## config.mk

```make
export PLATFORM = sky130hd
export DESIGN_NAME = sum_accumulator
export DESIGN_NICKNAME = d
export VERILOG_FILES = /design/src/rtl/sum_accumulator.sv
export SDC_FILE = /design/constraint.sdc
export NUM_CORES = 1
export LEC_CHECK = 0
export ABC_AREA = 0
export CAP_MARGIN = 30
export CORE_MARGIN = 2
export CORE_UTILIZATION = 46
export CTS_BUF_LIST = sky130_fd_sc_hd__clkbuf_8 sky130_fd_sc_hd__clkbuf_16
export DETAILED_ROUTE_END_ITERATION = 12
export PLACE_DENSITY = 0.75
export SLEW_MARGIN = 10
export SYNTH_ARGS = -nofsm -noshare
export SYNTH_HDL_FRONTEND = slang
export SYNTH_SLANG_ARGS = --single-unit
export TNS_END_PERCENT = 5
```

## constraint.sdc

```tcl
create_clock -name clk -period 2.2 [get_ports clk]
set_clock_uncertainty 0.05 [all_clocks]
set_input_delay 0.66 -clock clk [delete_from_list [all_inputs] [get_ports clk]]
set_output_delay 0.66 -clock clk [all_outputs]
set_load 0.01 [all_outputs]
```

## src/rtl/sum_accumulator.sv

```systemverilog
// Batch accumulator for adder sums: collects COUNT samples per batch over valid/ready,
// then holds total, average, maximum and a saturation flag until the sink accepts them.
module sum_accumulator #(
    parameter int IN_W       = 5,
    parameter int LOG2_COUNT = 3,
    parameter int ACC_W      = 8
) (
    input  logic                  clk,
    input  logic                  rst,
    input  logic                  clear,
    input  logic                  in_valid,
    output logic                  in_ready,
    input  logic [IN_W-1:0]       S_in,
    output logic                  out_valid,
    input  logic                  out_ready,
    output logic [ACC_W-1:0]      total,
    output logic [ACC_W-1:0]      avg,
    output logic [IN_W-1:0]       max_sum,
    output logic                  ovf,
    output logic [LOG2_COUNT-1:0] count
);

    typedef enum logic {ACCUM, HOLD} state_e;

    // COUNT is a power of two, so the last sample index is all ones.
    localparam logic [LOG2_COUNT-1:0] LAST_IDX = '1;

    state_e                state_q, state_d;
    logic [ACC_W-1:0]      acc_q, acc_d;
    logic [LOG2_COUNT-1:0] cnt_q, cnt_d;
    logic [IN_W-1:0]       max_q, max_d;
    logic                  bovf_q, bovf_d;
    logic                  out_valid_q, out_valid_d;
    logic [ACC_W-1:0]      total_q, total_d;
    logic [ACC_W-1:0]      avg_q, avg_d;
    logic [IN_W-1:0]       max_sum_q, max_sum_d;
    logic                  ovf_q, ovf_d;

    logic [ACC_W:0]   sum_wide;
    logic [ACC_W-1:0] acc_sat;
    logic             bovf_next;
    logic [IN_W-1:0]  max_next;
    logic             xfer;

    always_comb begin
        // NOTE: every signal gets a default first so no path leaves it unassigned (no latches).
        sum_wide  = {1'b0, acc_q} + (ACC_W+1)'(S_in);
        acc_sat   = sum_wide[ACC_W] ? '1 : sum_wide[ACC_W-1:0];
        bovf_next = bovf_q | sum_wide[ACC_W];
        max_next  = (S_in > max_q) ? S_in : max_q;
        xfer      = in_valid && (state_q == ACCUM);

        state_d     = state_q;
        acc_d       = acc_q;
        cnt_d       = cnt_q;
        max_d       = max_q;
        bovf_d      = bovf_q;
        out_valid_d = out_valid_q;
        total_d     = total_q;
        avg_d       = avg_q;
        max_sum_d   = max_sum_q;
        ovf_d       = ovf_q;

        if (clear) begin
            // Pending result is dropped but the last reported values remain visible.
            state_d     = ACCUM;
            acc_d       = '0;
            cnt_d       = '0;
            max_d       = '0;
            bovf_d      = 1'b0;
            out_valid_d = 1'b0;
        end else begin
            unique case (state_q)
                ACCUM: begin
                    if (xfer) begin
                        if (cnt_q == LAST_IDX) begin
                            total_d     = acc_sat;
                            avg_d       = acc_sat >> LOG2_COUNT;
                            max_sum_d   = max_next;
                            ovf_d       = bovf_next;
                            out_valid_d = 1'b1;
                            state_d     = HOLD;
                            acc_d       = '0;
                            cnt_d       = '0;
                            max_d       = '0;
                            bovf_d      = 1'b0;
                        end else begin
                            acc_d  = acc_sat;
                            cnt_d  = cnt_q + 1'b1;
                            max_d  = max_next;
                            bovf_d = bovf_next;
                        end
                    end
                end
                HOLD: begin
                    if (out_ready) begin
                        out_valid_d = 1'b0;
                        state_d     = ACCUM;
                    end
                end
                default: state_d = ACCUM;
            endcase
        end
    end

    always_ff @(posedge clk) begin
        // NOTE: state registers use non-blocking assignments so all flops update together.
        if (rst) begin
            state_q     <= ACCUM;
            acc_q       <= '0;
            cnt_q       <= '0;
            max_q       <= '0;
            bovf_q      <= 1'b0;
            out_valid_q <= 1'b0;
            total_q     <= '0;
            avg_q       <= '0;
            max_sum_q   <= '0;
            ovf_q       <= 1'b0;
        end else begin
            state_q     <= state_d;
            acc_q       <= acc_d;
            cnt_q       <= cnt_d;
            max_q       <= max_d;
            bovf_q      <= bovf_d;
            out_valid_q <= out_valid_d;
            total_q     <= total_d;
            avg_q       <= avg_d;
            max_sum_q   <= max_sum_d;
            ovf_q       <= ovf_d;
        end
    end

    assign in_ready  = (state_q == ACCUM);
    assign out_valid = out_valid_q;
    assign total     = total_q;
    assign avg       = avg_q;
    assign max_sum   = max_sum_q;
    assign ovf       = ovf_q;
    assign count     = cnt_q;

endmodule

```

Word-level counts from Yosys, hierarchy flattened
Cells that the tools add are included.

Add/sub/neg operators: 2. Multipliers: 0. Divide/modulo/power cells: 0. $lt $le $gt $ge: 1. Equal/unequal tests: 4. Shift-type cells: 0. Mux-type cells: 14. Bitwise gates (word level): 3. Reductions and logical operators: 5.

Operators by type and width (number): $mux W8 (2); $mux W5 (2); $add A8 B5 Y9 (1); $mux W1 (7); $gt A5 B5 Y1 (1); $ne A2 B1 Y1 const B (2); $pmux W1 S2 (2); $reduce_and A4 Y1 (1); $add A3 B1 Y3 const B (1); $eq A3 B3 Y1 const B (1); $mux W3 (1); $reduce_and A3 Y1 (1); $ne A2 B2 Y1 const B (1); $not A1 Y1 (2); $reduce_and A2 Y1 (1); $reduce_or A2 Y1 (1); $logic_and A1 B1 Y1 (1); $or A1 B1 Y1 (1).

Bits in registers: 38. Bits in latches: 0. Bits in writable memories: 0. Bits in read-only memories: 0. Output and inout port bits: 27. Memories: 0.

Depth between registers and ports, before layout
Gate-level depths: netlist of the first run.

Depth after elaboration: 4. Mapped depth: 8. Depth with buffers taken out: 7.

Least setup slack after synthesis of the first run
No wires, ideal clock.

Path kind: input -> register. From: in S_in[0]. To: reg total_q[4] (netlist: total[4]). Setup time: 0.071 ns. Arrival time: 2.178 ns. Setup slack: -0.098 ns. Stages: 7. Path buffers: 0. Path through: ha_1 -> fa_1 -> a21o_1 -> a21oi_1 -> xor2_1 -> a221o_1 -> a21oi_1.

Longest elaborated chain between the ends: 2.

Ends and longest elaborated chain: start, declared (RTL line 13) `input logic [IN_W-1:0] S_in,`; $add A8 B5 Y9 (RTL line 47) `sum_wide = {1'b0, acc_q} + (ACC_W+1)'(S_in);`; $mux W8 (RTL line 48) `acc_sat = sum_wide[ACC_W] ? '1 : sum_wide[ACC_W-1:0];`; end signal, assigned (RTL line 126) `total_q <= total_d;`; end, declared (RTL line 34) `logic [ACC_W-1:0] total_q, total_d;`.

Every way passes these cells. A chain may end at the register's enable or synchronous reset.

Worst setup path in the final report of the first run
From: in S_in[1]. To: reg max_sum_q[2] (netlist: max_sum[2]).

Longest elaborated chain between the ends: 2.

Ends and longest elaborated chain: $gt A5 B5 Y1 (RTL line 50) `max_next = (S_in > max_q) ? S_in : max_q;`; $mux W5 (RTL line 50); end signal, assigned (RTL line 128) `max_sum_q <= max_sum_d;`; end, declared (RTL line 36) `logic [IN_W-1:0] max_sum_q, max_sum_d;`.

Every way passes these cells.

==> results of run 1 <==
[tightest hold or removal path, cell delays in order, from the launching register on]
cell and delay [ns]:
dfxtp_1 0.31, nand2_1 0.05, a21oi_1 0.05
[per-stage QoR]
| step | hold WS, ns | instances | worst slack, ns |
|---|---|---|---|
| global placement | 0.3853 | 323 | -0.5027 |
| global route | 0.4428 | 331 | -0.01588 |
| finish | 0.4149 | 331 | 0.04320 |
| CTS | 0.4164 | 331 | 0.002157 |
| floorplan | 0.3762 | 221 | 0.02243 |
| detailed placement | 0.4060 | 323 | -0.6033 |
[cell usage in the layout (no fill, tap or decap), types with 3 or more instances in the layout]
cell	n
clkdlybuf4s50_1	28
conb_1	3
dlygate4sd2_1	3
mux2i_1	5
inv_1	9
nand3_1	3
a22o_1	3
o21a_1	6
nor3_1	15
ha_4	4
nor4_1	6
nand2b_1	3
o21ai_0	4
o211a_1	4
dfxtp_1	33
nor2_1	24
o21ai_1	5
a211oi_1	5
ha_1	8
nand2_1	17
a21oi_1	10
clkbuf_8	5
buf_4	34
a21oi_2	3
[area by class of cell]
| type | instances | share of cell area |
|---|---|---|
| clock buffers | 5 | 0.02638 |
| clock inverters | 3 | 0.006715 |
| inverters | 10 | 0.01439 |
| multi-input cells | 162 | 0.4484 |
| flip-flops and latches | 33 | 0.2532 |
| well taps | 50 | 0.02398 |
| repair buffers | 68 | 0.2269 |
[cell families after synthesis]
group / Yosys count / share of synthesized area
muxes: 6 / 0.03189
DFF: 33 / 0.3508
xor gates and xnor gates: 3 / 0.01396
other: 1 / 0.001991
and+or+nand+nor: 84 / 0.2339
buffers and inverters: 26 / 0.07507
adders and majority gates: 13 / 0.09036
AOI/OAI and AO/OA: 53 / 0.2020
[layer usage]
layer | vias to the layer above | routed length (µm) | GRT usage
met5 | - | 0 | 0
li1 | 904 | - | -
met4 | 0 | 136 | 0.1100
met1 | 797 | 2090 | 0.2699
met3 | 14 | 224 | 0.05099
met2 | 55 | 2016 | 0.3447
[registers in the layout, summed over array words and instances, names as in the netlist]
| register | cells |
|---|---|
| acc_q | 8 |
| ovf | 1 |
| total | 8 |
| state_q | 1 |
| out_valid | 1 |
| max_q | 5 |
| count | 3 |
| max_sum | 5 |
| bovf_q | 1 |
[path summary, 6_finish.rpt]
path / startpoint / endpoint / slack [ns] / cells past startpoint
max: S_in[1] / max_sum[2] / 0.04 / 8
min: out_valid / out_valid / 0.41 / 2
max reg2reg: acc_q[0] / acc_q[4] / 0.31 / 7
min reg2reg: out_valid / out_valid / 0.41 / 2
[timing repair]
action / 4_1_cts / 5_1_grt
gates cloned: 0 / 0
pin swaps: 1 / 7
hold buffers: 0 / 0
gates resized for setup: 13 / 9
endpoints found under the setup margin: 28 / 15
[where the power goes]
| part | leakage [µW] | total (µW) | internal, µW | switching [µW] |
|---|---|---|---|---|
| logic | 0.000749 | 220 | 110 | 110 |
| clock network | 0.0000439 | 452 | 218 | 234 |
| registers | 0.000267 | 613 | 605 | 7.59 |
| total | 0.00106 | 1280 | 933 | 352 |
==> results.toml, run 1 <==
[clocking]
postCtsSetupBuffers = 0
root_buffer = "clkbuf_8"
h-tree-depth = 2
cts_made_buffers = 5
cts.path.max_buffers = 2
cts_sinks = 33
clk_pin_slew_ns = 0.07
insertion_delay_ns = 0.29
tritoncts = "built"

[synthesis]
yosysMostFrequentCell = "dfxtp_1"
ys_ff_latch = 33
netlist_area_um2 = 1883
syn_inst = 219
avgSynthCellArea_um2 = 8.598
yosysTopAreaCell = "dfxtp_1"
ys_seq_area_frac = 0.3508
synthArstFlopShare = 0
synth_top_area_frac = 0.3508
netlist_top_cells_area = "dfxtp_1 35%, ha_1 8.0%, nor2_1 4.8%, nor3_1 4.0%, buf_4 3.6%"
synth-edff-count = 0
yosys_most_used_dff = "dfxtp_1"
synth_common_cells = "33 x dfxtp_1, 24 x nor2_1, 17 x nand2_1, 15 x nor3_1, 13 x a21oi_1"
synth_cell_types = 53
yosys_warnings = 0

[sta]
fin_tns_setup_ns = 0
timing.fmax_ghz = 0.4636
fin_crit_sh = 0.9804
rsz0062_at_grt = "true"
slew_violations = 0
period_needed_ns = 2.157
setup_viol_count_final = 0
hold_viol_final = 0

[critical_path]
worst_path_max_delay_cell = "ha_1"
startpoint_type = "primary input"
critPathMaxStageDelay_ns = 0.35
end_kind = "flop"
crit_type = "in2reg"
cp_cell_sequence = "dlygate4sd2_1 > ha_1 > nor2b_4 > o21a_4 > o21ai_2 > buf_4 > mux2i_2 > a211oi_1"
crit_buf_inv = 2
cp_top_family = "buffers and inverters"
cp.arrival_ns = 2.28
cp_max_fo = 5
critPathRequiredTime_ns = 2.32

[floorplan]
die_w_um = 67.98
dieHeight_um = 67.98
ios = 37
core_area_um2 = 3971
start_util = 0.4742
die_area_um2 = 4621
row_count = 23

[grt]
grt_overflow_total = 0
gr-usage-all-layers = 0.2158
grt_antenna_before_repair = 0
grt_max_degree = 17
grt_first_pass_wirelength_mm = 7.438
grt_pass1_vias = 1687

[detailed_routing]
first_iter_violations = 89
vias_per_cell = 5.347
drc_errors = 0
final_antenna_net_count = 0
vias = 1770
dr.pass1.iters = 4
routedWlPerCell_um = 13.50
finalWirelength_mm = 4.467

[job]
maxCapViolCount = 0

[layout]
seq_area_um2 = 660.6
antenna_cells = 0
final_core_util = 0.6569
drive_gt1_frac = 0.2491
design_area_um2 = 2609
syn_to_final_growth_pct = 38.54
final_nets = 303
multi_input_area_um2 = 1170
n_fill_cell = 346

[pwr]
powerDensity_nw_per_um2 = 492.5
p_leak_uw = 0.001059
irDropWorstVdd_uv = 375.1
power_uw = 1285

[placement]
dpl_cell_area_um2 = 2461
portBuffers = 33
gp_congestion = 0.8949
dp_hpwl_mm = 3.270

[outcome]
status = "complete, no violations"

[hold_path]
hold_path_class = "reg2reg"
Power figures use the tool's default switching activity.
==> run 2: changes to the inputs <==
--- a/config.mk
+++ b/config.mk
@@ -9,7 +9,6 @@
 export CAP_MARGIN = 30
 export CORE_MARGIN = 2
 export CORE_UTILIZATION = 46
-export CTS_BUF_LIST = sky130_fd_sc_hd__clkbuf_8 sky130_fd_sc_hd__clkbuf_16
 export DETAILED_ROUTE_END_ITERATION = 12
 export PLACE_DENSITY = 0.75
 export SLEW_MARGIN = 10
==> results of run 2 <==
Same layout as run 1: the final DEF is identical, and so are final timing and power.
==> run 3: changes to the inputs <==
--- a/config.mk
+++ b/config.mk
@@ -10,6 +10,7 @@
 export CORE_MARGIN = 2
 export CORE_UTILIZATION = 46
 export DETAILED_ROUTE_END_ITERATION = 12
+export GPL_ROUTABILITY_DRIVEN = 1
 export PLACE_DENSITY = 0.75
 export SLEW_MARGIN = 10
 export SYNTH_ARGS = -nofsm -noshare
==> results of run 3 <==
Same layout as run 1: the final DEF is identical, and so are final timing and power.
